<file path="config.mk">
export PLATFORM = sky130hd
export DESIGN_NAME = mem_port_arbiter
export DESIGN_NICKNAME = d
export VERILOG_FILES = /design/src/rtl/mem_port_arbiter_pkg.sv /design/src/rtl/mem_port_arbiter_arb_pick.sv /design/src/rtl/mem_port_arbiter.sv
export SDC_FILE = /design/constraint.sdc
export NUM_CORES = 1
export LEC_CHECK = 0
export ABC_AREA = 1
export BUFFER_PORTS_ARGS = -buffer_cell sky130_fd_sc_hd__buf_2
export CAP_MARGIN = 20
export CORE_AREA = 2 2 105 107
export CTS_BUF_LIST = sky130_fd_sc_hd__clkbuf_4
export CTS_CLUSTER_DIAMETER = 80
export CTS_CLUSTER_SIZE = 25
export DETAILED_ROUTE_END_ITERATION = 16
export DIE_AREA = 0 0 107 109
export PLACE_DENSITY = 0.68
export SLEW_MARGIN = 25
export SYNTH_ARGS = -nofsm -noshare
export SYNTH_HDL_FRONTEND = slang
export SYNTH_SLANG_ARGS = --single-unit
</file>
<file path="constraint.sdc">
create_clock -name clk -period 2.3 [get_ports clk]
set_input_delay 0.23 -clock clk [delete_from_list [all_inputs] [get_ports clk]]
set_output_delay 0.23 -clock clk [all_outputs]
set_load 0.01 [all_outputs]
</file>
<file path="src/rtl/mem_port_arbiter_pkg.sv">
// Shared types for the IF/MEM memory port arbiter.
// Optional build macro: ARB_STARVE_GUARD_EN (fetch starvation guard).
package mem_port_arbiter_pkg;

  localparam int ARB_ADDR_W              = 32;
  localparam int ARB_DATA_W              = 32;
  localparam int ARB_MAX_DATA_STREAK_DEF = 4;

  typedef enum logic [1:0] {
    ARB_IDLE,
    ARB_IFETCH,
    ARB_DATA
  } arb_state_t;

  typedef struct packed {
    logic                  we;
    logic [ARB_ADDR_W-1:0] addr;
    logic [ARB_DATA_W-1:0] wdata;
  } mem_cmd_t;

endpackage

</file>
<file path="src/rtl/mem_port_arbiter_arb_pick.sv">
// Grant selection for the memory port arbiter.
// Data normally wins because the MEM-stage instruction is older; streak_hit
// lets a waiting fetch through when the starvation guard fires.
module arb_pick (
  input  logic i_req,
  input  logic d_req,
  input  logic streak_hit,
  output logic grant_i,
  output logic grant_d
);

  // Pick at most one requester for this IDLE cycle
  always_comb begin
    grant_d = d_req & ~(streak_hit & i_req);
    grant_i = i_req & (~d_req | streak_hit);
  end

endmodule

</file>
<file path="src/rtl/mem_port_arbiter.sv">
// Shares one single-port memory between instruction fetch and data access.
// One request is owned at a time; the payload is latched at grant and held
// until mem_ack, and an IDLE bubble separates consecutive transactions.
// Optional build macro: ARB_STARVE_GUARD_EN bounds how many data grants may
// pass a waiting fetch (MAX_DATA_STREAK).
module mem_port_arbiter
  import mem_port_arbiter_pkg::*;
#(
  parameter int ADDR_W          = ARB_ADDR_W,
  parameter int DATA_W          = ARB_DATA_W,
  parameter int MAX_DATA_STREAK = ARB_MAX_DATA_STREAK_DEF
) (
  input  logic              clk,
  input  logic              reset,
  input  logic              i_req,
  input  logic [ADDR_W-1:0] i_addr,
  output logic              i_valid,
  output logic [DATA_W-1:0] i_rdata,
  input  logic              d_req,
  input  logic              d_we,
  input  logic [ADDR_W-1:0] d_addr,
  input  logic [DATA_W-1:0] d_wdata,
  output logic              d_valid,
  output logic [DATA_W-1:0] d_rdata,
  output logic              mem_req,
  output logic              mem_we,
  output logic [ADDR_W-1:0] mem_addr,
  output logic [DATA_W-1:0] mem_wdata,
  input  logic              mem_ack,
  input  logic [DATA_W-1:0] mem_rdata,
  output logic              stall_if,
  output logic              stall_mem
);

  arb_state_t state_q, state_d;
  mem_cmd_t   cmd_q, cmd_d;
  logic       grant_i, grant_d;
  logic       streak_hit;

`ifdef ARB_STARVE_GUARD_EN
  localparam int STREAK_W = $clog2(MAX_DATA_STREAK + 1);
  logic [STREAK_W-1:0] streak_q, streak_d;

  // Guard fires once the data side has taken its allowance of grants
  always_comb begin
    streak_hit = (streak_q == STREAK_W'(MAX_DATA_STREAK));
  end
`else
  // Strict data priority: the fetch never jumps ahead of a data request
  always_comb begin
    streak_hit = 1'b0;
  end
`endif

  arb_pick u_pick (
    .i_req      (i_req),
    .d_req      (d_req),
    .streak_hit (streak_hit),
    .grant_i    (grant_i),
    .grant_d    (grant_d)
  );

  // State, latched payload and streak register; reset abandons any transaction
  always_ff @(posedge clk or posedge reset) begin
    if (reset) begin
      state_q <= ARB_IDLE;
      cmd_q   <= '0;
`ifdef ARB_STARVE_GUARD_EN
      streak_q <= '0;
`endif
    end else begin
      state_q <= state_d;
      cmd_q   <= cmd_d;
`ifdef ARB_STARVE_GUARD_EN
      streak_q <= streak_d;
`endif
    end
  end

  // Next-state: requests are sampled only in IDLE, busy states wait for mem_ack
  always_comb begin
    state_d = state_q;
    cmd_d   = cmd_q;
`ifdef ARB_STARVE_GUARD_EN
    streak_d = streak_q;
`endif
    case (state_q)
      ARB_IDLE: begin
        if (grant_d) begin
          state_d     = ARB_DATA;
          cmd_d.we    = d_we;
          cmd_d.addr  = d_addr;
          cmd_d.wdata = d_wdata;
`ifdef ARB_STARVE_GUARD_EN
          streak_d = i_req ? streak_q + 1'b1 : '0;
`endif
        end else if (grant_i) begin
          state_d     = ARB_IFETCH;
          cmd_d.we    = 1'b0;
          cmd_d.addr  = i_addr;
          cmd_d.wdata = '0;
`ifdef ARB_STARVE_GUARD_EN
          streak_d = '0;
`endif
        end
      end
      ARB_IFETCH, ARB_DATA: begin
        if (mem_ack) begin
          state_d = ARB_IDLE;
        end
      end
      default: begin
        state_d = ARB_IDLE;
      end
    endcase
  end

  // Memory side and completion outputs; valids are combinational with mem_ack
  always_comb begin
    mem_req   = (state_q != ARB_IDLE);
    mem_we    = cmd_q.we;
    mem_addr  = cmd_q.addr;
    mem_wdata = cmd_q.wdata;
    i_valid   = (state_q == ARB_IFETCH) & mem_ack;
    d_valid   = (state_q == ARB_DATA) & mem_ack;
    i_rdata   = i_valid ? mem_rdata : '0;
    d_rdata   = (d_valid & ~cmd_q.we) ? mem_rdata : '0;
    stall_if  = i_req & ~i_valid & ~reset;
    stall_mem = d_req & ~d_valid & ~reset;
  end

endmodule

</file>
# ---- Word level (Yosys, flattened, before mapping)
# Cells that the tools add are included.
dict set report totals {
  ff_bits 67
}
dict set report op_classes {
  n_eq_ne 4
  mux 8
  n_bitwise 13
  n_reduce_logical 6
}
# op count
set op_table {}
lappend op_table {{$mux 65} 2}
lappend op_table {{$mux 32} 2}
lappend op_table {{$and 1x1->1} 8}
lappend op_table {{$mux 2} 3}
lappend op_table {{$not 1->1} 5}
lappend op_table {{$pmux 2 s2} 1}
lappend op_table {{$reduce_and 2->1} 2}
lappend op_table {{$reduce_bool 2->1} 2}
lappend op_table {{$ne 3x3->1 const B} 1}
lappend op_table {{$eq 2x1->1 const B} 1}
lappend op_table {{$eq 2x2->1 const B} 1}
lappend op_table {{$logic_not 2->1} 1}
lappend op_table {{$ne 2x2->1 const B} 1}
lappend op_table {{$reduce_or 2->1} 1}

# ---- Depth between registers and ports, before layout
# Gate-level depths: netlist of run 1.
dict set report depth {
  ltp_word 5
  ltp_mapped 7
}

# ---- Modules after synthesis
# A second synthesis of run 1 with hierarchy kept.
dict set report unflattened {
  cells_unflattened 517
  hier_area_um2 3478.3
}
# module instances cells_per_inst area_each_um2
set by_module_without_submodules {}
lappend by_module_without_submodules {mem_port_arbiter 1 512 3458.3}
lappend by_module_without_submodules {arb_pick 1 5 20.0}

# ---- Least setup slack after synthesis of run 1
# OpenSTA, ideal clock, no wires.
dict set report synth_path {
  path_kind {input port to output port}
  from {input reset}
  to {output stall_if}
  arrival_ns 1.973
  required_ns 2.070
  setup_slack_ns 0.097
  cell_stages 3
  path_cell_list {inv_1 -> nand2_1 -> nor2_1}
}
dict set report synth_via {
  elab_chain_cells 2
}
# element line_no
set synth_lines {}
lappend synth_lines {{start: declaration} mem_port_arbiter.sv:14} ;# input logic reset,
lappend synth_lines {{$not 1->1} mem_port_arbiter.sv:128} ;# stall_if = i_req & ~i_valid & ~reset;
lappend synth_lines {{$and 1x1->1} mem_port_arbiter.sv:128}
lappend synth_lines {{end: declaration} mem_port_arbiter.sv:31} ;# output logic stall_if,
# Every way passes these cells.

# ---- Worst setup path after layout of run 1
dict set report layout_path {
  from {register state_q[0]}
  to {output d_rdata[7]}
}
dict set report layout_via {
  elab_chain_cells 4
}
# element line_no
set layout_lines {}
lappend layout_lines {{start: declaration} mem_port_arbiter.sv:35} ;# arb_state_t state_q, state_d;
lappend layout_lines {{start signal: assignment} mem_port_arbiter.sv:72} ;# state_q <= state_d;
lappend layout_lines {{$eq 2x2->1} mem_port_arbiter.sv:125} ;# d_valid = (state_q == ARB_DATA) & mem_ack;
lappend layout_lines {{$and 1x1->1} mem_port_arbiter.sv:125}
lappend layout_lines {{$and 1x1->1} mem_port_arbiter.sv:127} ;# d_rdata = (d_valid & ~cmd_q.we) ? mem_rdata : '0;
lappend layout_lines {{$mux 32} mem_port_arbiter.sv:127}
lappend layout_lines {{end: declaration} mem_port_arbiter.sv:24} ;# output logic [DATA_W-1:0] d_rdata,
# Every way passes these cells.

==> results.txt, run 1 <==
- 1st-iter DRT viols: 238
* Maximum cell stage delay along the critical path: 0.39 ns
- Clock tree synthesis selected as its root buffer the cell clkbuf_4.
* First-pass detailed-route iteration total: 4
- Each instance of the synthesized netlist takes up on average 6.77 um^2.
- The floorplan has 38 rows.
- For this run, the number of Yosys warnings is 0.
- Run status: finished clean
- TritonCTS clock tree: done
- Crit path DAT: 1.79 ns
* Final worst clock skew: 0.0290 ns
- 268 I/O pins were placed.
- DPL Wire Length: 8830 um
- After floorplanning, the core was sized to cover 0.0106 mm^2.
- The worst-case IR drop observed on VDD is 0.310 mV.
* Most common cell after layout, fill and taps aside: nand2_1
- Across all layers, the routed design uses 3950 vias.
- After global routing the overflow that remains totals 0.
- The worst register-to-register path has a depth of 7.
- Global routing used 20.1% of the available tracks.
* Slew of the pin with the lowest slew margin: 0.854 ns
- Number of global-route vias before repair: 3854
* Fin cells: 937
- Final wirelength: 11700 um
- During placement, the flow inserted port buffers numbering 267.
* Reg-to-reg startpoint: state_q[0]
- The total count of hold-check failures in the final report is 0.
* # H-tree levels: 3
- The cell count after synthesis came out at 510.
- Placed cells: 900
- The critical path goes through inv_1, ha_1, nand2_1, inv_1, nand2_1, buf_4, nor2_1, buf_2.
- The number of antenna violations at the first check in global routing was 2.
* Number of setup violations in the final report: 0
- First-pass GRT wire length: 18300 um
- Vias per cell: 4.22
* Sequential-to-total area share from yosys stat: 48.6%
- Die footprint: 0.0117 mm^2
- Distinct cells, synth: 15
- Leak pwr: 3.49 nW
- Final hold analysis gives a worst-case slack of 0.0272 ns.
- Area share of the largest cell type after synthesis: 48.6%
- For the worst-skew pair, the clock arrives at the later sink with an insertion delay of 0.42 ns.
* Average wire length per cell after detail routing: 12.5 um
- Number of max-capacitance violations reported: 0
- Clock transition at the registers of the reported paths: 0.13 ns
* Cts bufs inserted: 9
- The worst pin sits at a relative slew slack of 43.0%.
- In this run the power density over the cells is 1010 mW/mm^2.
* Biggest area consumer among synthesized cells: dfrtp_1
- Worst reg2reg endpoint: mem_wdata[14]
- Setup repair after global routing left no endpoint under its margin.
- Worst-case register-to-register setup slack: 0.51 ns
- Data required time of the critical path: 2.07 ns
* DRC violation count after routing: 0
- CP startpoint kind: flip-flop
* Fraction of final layout cells sized beyond drive strength 1: 36.4%
- Synthesis produced a netlist with a net count of 647.
* Post-route clock period utilization: 87.6%
- In this run the vertical extent of the chip is 109 um.
- The slowest stage of the critical path is the dfrtp_1 cell.
* FF+latch count, synth: 67
- For this configuration, the core starts out at a cell density of 32.6%.
- Entering global routing, the biggest net connects 68 pins.
- For this run, the top clock speed supported by timing is 496 MHz.
- Remaining antenna violation count after routing: 0
- The top cell types in the final layout, fill and taps aside, are nand2_1 (302), buf_2 (267), dfrtp_1 (67).
- After layout, the minimum clock period comes to 2.02 ns.
- STA classifies the critical path endpoint as an output port.
- Gates resized during post-CTS repair numbered 0.
* Setup TNS after final layout: 0 ns
- For this run, the share of the core covered by cells in the final layout is 49.3%.
- Type of the worst min-delay path: in -> reg
- Net count reported at finish: 929
* Area growth syn-to-layout: 51.3%
- Cell area after synthesis: 0.00345 mm^2
* Die width: 107 um
* Endpoint of the worst setup timing path: d_rdata[7]
- Clk buf depth: 2
* Largest fanout on the critical path: 32
* Overall power consumption: 5.29 mW
- Final Wtd Congestion: 0.784
* Clock Sinks: 67
- Max Slew Vio Count: 0
- Worst Setup Path Type: reg -> out
- In this run the worst setup path begins at state_q[0].
* Top post-synthesis cells by area: dfrtp_1 (49%), nand2_1 (33%), nor2_1 (7.2%)
-- worst min-delay path by stage --
stage	slack, ns	depth (start not counted)	end	start
final	0.03	3	mem_wdata[15]	d_wdata[15]
after global routing	0.004	3	mem_we	d_we
after CTS	0.0007	3	mem_wdata[15]	d_wdata[15]
after detailed placement	0.44	3	mem_wdata[9]	d_wdata[9]
after global placement	0.43	3	mem_wdata[19]	d_wdata[19]
after floorplan	0.35	2	mem_wdata[0]	d_wdata[0]
-- routing by layer --
| layer | global-route usage (%) | part of all wire, % | up-vias |
|---|---|---|---|
| met5 | 0 | 0 | - |
| met4 | 8.07 | 2.4 | 0 |
| met3 | 5.32 | 7.9 | 21 |
| met2 | 37.2 | 52 | 183 |
| met1 | 21.9 | 38 | 1703 |
| li1 | - | - | 2043 |
-- power by group --
part	total, mW	switching (mW)	internal (mW)
logic	2.56	1.58	0.987
clock network	0.711	0.403	0.308
registers	2.01	0.284	1.73
total	5.29	2.26	3.03
-- cells in the mapped netlist (all sizes together) --
cell type  instances
dfrtp             67
nand2            302
ha                 3
clkinv             2
o21ai              2
nor2              67
clkbuf             8
buf               17
nor3               1
inv               40
nand4              1
-- cells by family (layout without fill, tap and decap cells) --
family | after synthesis | count (layout) | share of synthesized area (%)
AND/OR/NAND/NOR | 371 | 371 | 40.7
flip-flops | 67 | 67 | 48.6
buffers and inverters | 67 | 352 | 9.06
adder cells (fa/ha/maj) | 3 | 3 | 1.09
AO/OA/AOI/OAI | 2 | 2 | 0.616
other | 0 | 2 | 0
-- stage by stage --
| step | worst slack (ns) | area (um^2) |
|---|---|---|
| 2_1_floorplan | 0.0969 | 3450 |
| 3_3_place_gp | 0.634 | 4890 |
| 3_5_place_dp | 0.549 | 4890 |
| 4_1_cts | 0.260 | 5220 |
| 5_1_grt | 0.129 | 5220 |
| 6_report | 0.284 | 5220 |
-- flip-flops by register name, summed over array words and instances (netlist names) --
signal and flops:
mem_addr 32, mem_wdata 32, mem_we 1, state_q 2
-- final cells by class --
class,instances,area [um^2]
sequential,67,1680
clock buffer,9,67.6
fill,1127,5380
inverter,42,158
timing repair buffer,296,1630
multi-input combinational,376,1460
antenna,2,5.00
clock inverter,5,46.3
tap,140,175
-- critical path: cells and delay by family, from the launching register on --
family / cells / cell delay (ns)
flip-flops: 1 / 0.39
buffers and inverters: 4 / 0.57
AND/OR/NAND/NOR: 3 / 0.21
adder cells (fa/ha/maj): 1 / 0.19
-- repair_timing --
item	4_1_cts	5_1_grt
hold endpoints to repair	21	0
hold buffers	21	0
setup buffers	0	0
(Power assumes the default switching activity.)
==> inputs of run 2 (changes only) <==
--- a/config.mk
+++ b/config.mk
@@ -14,6 +14,7 @@
 export CTS_CLUSTER_SIZE = 25
 export DETAILED_ROUTE_END_ITERATION = 16
 export DIE_AREA = 0 0 107 109
+export HOLD_SLACK_MARGIN = 0.05
 export PLACE_DENSITY = 0.68
 export SLEW_MARGIN = 25
 export SYNTH_ARGS = -nofsm -noshare
==> run 2 against run 1 <==
Setup slack got worse by 0.028 ns; utilization rose by 1.1 points; fmax fell by 1.4%; die area did not move; cell count rose by 1.2%; highest routed layer unchanged; critical path type unchanged; combinational power barely moved; largest power group unchanged; first-iteration DRC count rose by 18%.
==> results.txt, run 2 (synthesis gave the netlist of run 1 again) <==
- Initial antenna violation count: 1 (was 2)
- Fin util: 50.4% (was 49.3%)
* Number of global-route vias before repair: 3941 (was 3854)
- The number of max-slew violations in the final report was 0 (unchanged).
- The number of fillers in the final layout was 1110 (was 1127).
- Top achievable clock speed: 489 MHz (was 496 MHz)
- Average wire length per cell after detail routing: 12.6 um (was 12.5 um)
- Cell at the root of the clock tree: clkbuf_4 (unchanged)
- Reg-to-reg startpoint: state_q[0] (unchanged)
- Type of the worst min-delay path: in -> async (was in -> reg)
* Leak pwr: 3.54 nW (was 3.49 nW)
- The peak supply drop came to 0.310 mV (about the same).
- The time the worst path needs with I/O delays and setup was 2.04 ns (was 2.02 ns).
- The kind of launch point of the worst setup path was a flip-flop (unchanged).
- The row count came to 38 (unchanged).
- Io pins: 268 (unchanged)
- Most common cell after layout, fill and taps aside: nand2_1 (unchanged)
* Final worst clock skew: 0.0275 ns (was 0.0290 ns)
* 1st-iter DRT viols: 280 (was 238)
- Worst setup path startpoint: state_q[0] (unchanged)
- Ordered cell list for the critical path: inv_1, ha_1, nand2_1, inv_1, nand2_1, buf_4, nor2_1, buf_2 (unchanged).
* Remaining antenna violation count after routing: 0 (unchanged)
* Clk buf depth: 2 (unchanged)
- First-pass GRT wire length: 18500 um (was 18300 um)
- Worst Setup Path Type: reg -> out (unchanged)
- The fraction of final layout cells with drive strength greater than 1 came to 35.8% (was 36.4%).
- Net count reported at finish: 941 (was 929)
* Vias per cell: 4.25 (was 4.22)
- The data required time at the worst endpoint came to 2.07 ns (about the same).
* Setup TNS after final layout: 0 ns (unchanged)
* Core area: 0.0106 mm^2 (unchanged)
- The power per cell area was 995 mW/mm^2 (was 1010 mW/mm^2).
- Commonest cells after routing, fill and taps aside: nand2_1 (302), buf_2 (267), dfrtp_1 (67) (unchanged).
- The horizontal die dimension is 107 um (unchanged).
- Vias: 4025 (was 3950)
* Run status: finished clean (unchanged)
- The clock sink count is 67 (unchanged).
- Die Y: 109 um (unchanged)
- The overall fraction of global-route tracks in use is 20.4% (was 20.1%).
* Die footprint: 0.0117 mm^2 (unchanged)
- DPL Wire Length: 8830 um (unchanged)
- Largest fanout on the critical path: 32 (unchanged)
- The area growth from synthesis to layout was 54.7% (was 51.3%).
* Unrepaired setup endpoints after global routing: no (unchanged)
- The TritonCTS clock tree is done (unchanged).
- The total count of hold-check failures in the final report was 0 (unchanged).
* Grt total ovfl: 0 (unchanged)
- The DRC violation count after routing came to 0 (unchanged).
* Initial core utilization: 32.6% (unchanged)
* Largest net degree at the start of global routing: 68 (unchanged)
* Clock transition at the registers of the reported paths: 0.13 ns (about the same)
* Final wirelength: 11900 um (was 11700 um)
- The post-route fraction of the period consumed by the critical path is 88.9% (was 87.6%).
* Post-CTS setup repair buffer count: 0 (unchanged)
* Cts bufs inserted: 9 (unchanged)
* PortBufs: 267 (unchanged)
* Crit path DAT: 1.81 ns (was 1.79 ns)
* First-pass detailed-route iteration total: 4 (unchanged)
* Final Wtd Congestion: 0.784 (unchanged)
- Slew of the pin with the lowest slew margin: 0.853 ns (was 0.854 ns)
- # H-tree levels: 3 (unchanged)
- The largest stage delay on the critical path came to 0.42 ns (was 0.39 ns).
- The clock latency at the later pin of the worst-skew pair came to 0.42 ns (about the same).
- Endpoint kind of the worst setup timing path: output port (unchanged)
- The number of setup violations in the final report was 0 (unchanged).
* Overall power consumption: 5.31 mW (was 5.29 mW)
* Number of max-capacitance violations reported: 0 (unchanged)
- The slowest cell on the critical path was dfrtp_1 (unchanged).
* Slew Limit Headroom: 43.1% (was 43.0%)
-- run 2: stage by stage --
step | area (um^2) | std cells | hold slack (ns) | setup slack, ns
2_1_floorplan | 3450 | 510 | 0.347 | 0.0969
3_3_place_gp | 4890 | 900 | 0.430 | 0.634
3_5_place_dp | 4890 | 900 | 0.436 | 0.549
4_1_cts | 5340 | 947 | 0.0802 | 0.260
5_1_grt | 5340 | 948 | 0.0914 | 0.126
6_report | 5340 | 948 | 0.0796 | 0.256
-- run 2: report_power, final --
part	internal [mW]	total, mW	switching [mW]
Sequential	1.73	2.02	0.285
Combinational	1.00	2.58	1.58
Clock	0.308	0.713	0.405
-- run 2: path summary, 6_finish.rpt --
check,slack (ns),cells after the start,endpoint
max,0.26,8,d_rdata[16]
min,0.08,3,mem_we
max reg2reg,0.51,7,mem_wdata[14]
min reg2reg,0.47,2,mem_wdata[24]
max in group asynchronous,1.64,3,mem_addr[12]
min in group clk,0.10,5,mem_addr[1]
-- run 2: cell type report --
type	instances	area, um^2	area share [%]
inverter	42	158	2.95
timing repair buffer	308	1750	32.8
multi-input combinational	376	1460	27.4
clock buffer	9	67.6	1.27
clock inverter	5	46.3	0.867
sequential	67	1680	31.4
tap	140	175	3.28
antenna	1	2.50	0.0469
-- run 2: what timing repair did --
action                     CTS  global route
hold buffers                33             0
hold endpoints to repair    33             0
gates resized for setup      0             0
setup endpoints to repair    0             0
-- run 2: worst max-delay path, delay by kind of cell (launching register included) --
family	cells	cell delay, ns
AND/OR/NAND/NOR	3	0.28
buffers and inverters	4	0.56
adder cells (fa/ha/maj)	1	0.14
flip-flops	1	0.42
-- run 2: layer usage --
| layer | vias up | track usage (%) | wire length, um |
|---|---|---|---|
| met4 | 0 | 8.07 | 332 |
| met5 | - | 0 | 0 |
| met3 | 26 | 5.20 | 924 |
| met2 | 190 | 37.9 | 6130 |
| li1 | 2064 | - | - |
| met1 | 1745 | 22.2 | 4540 |
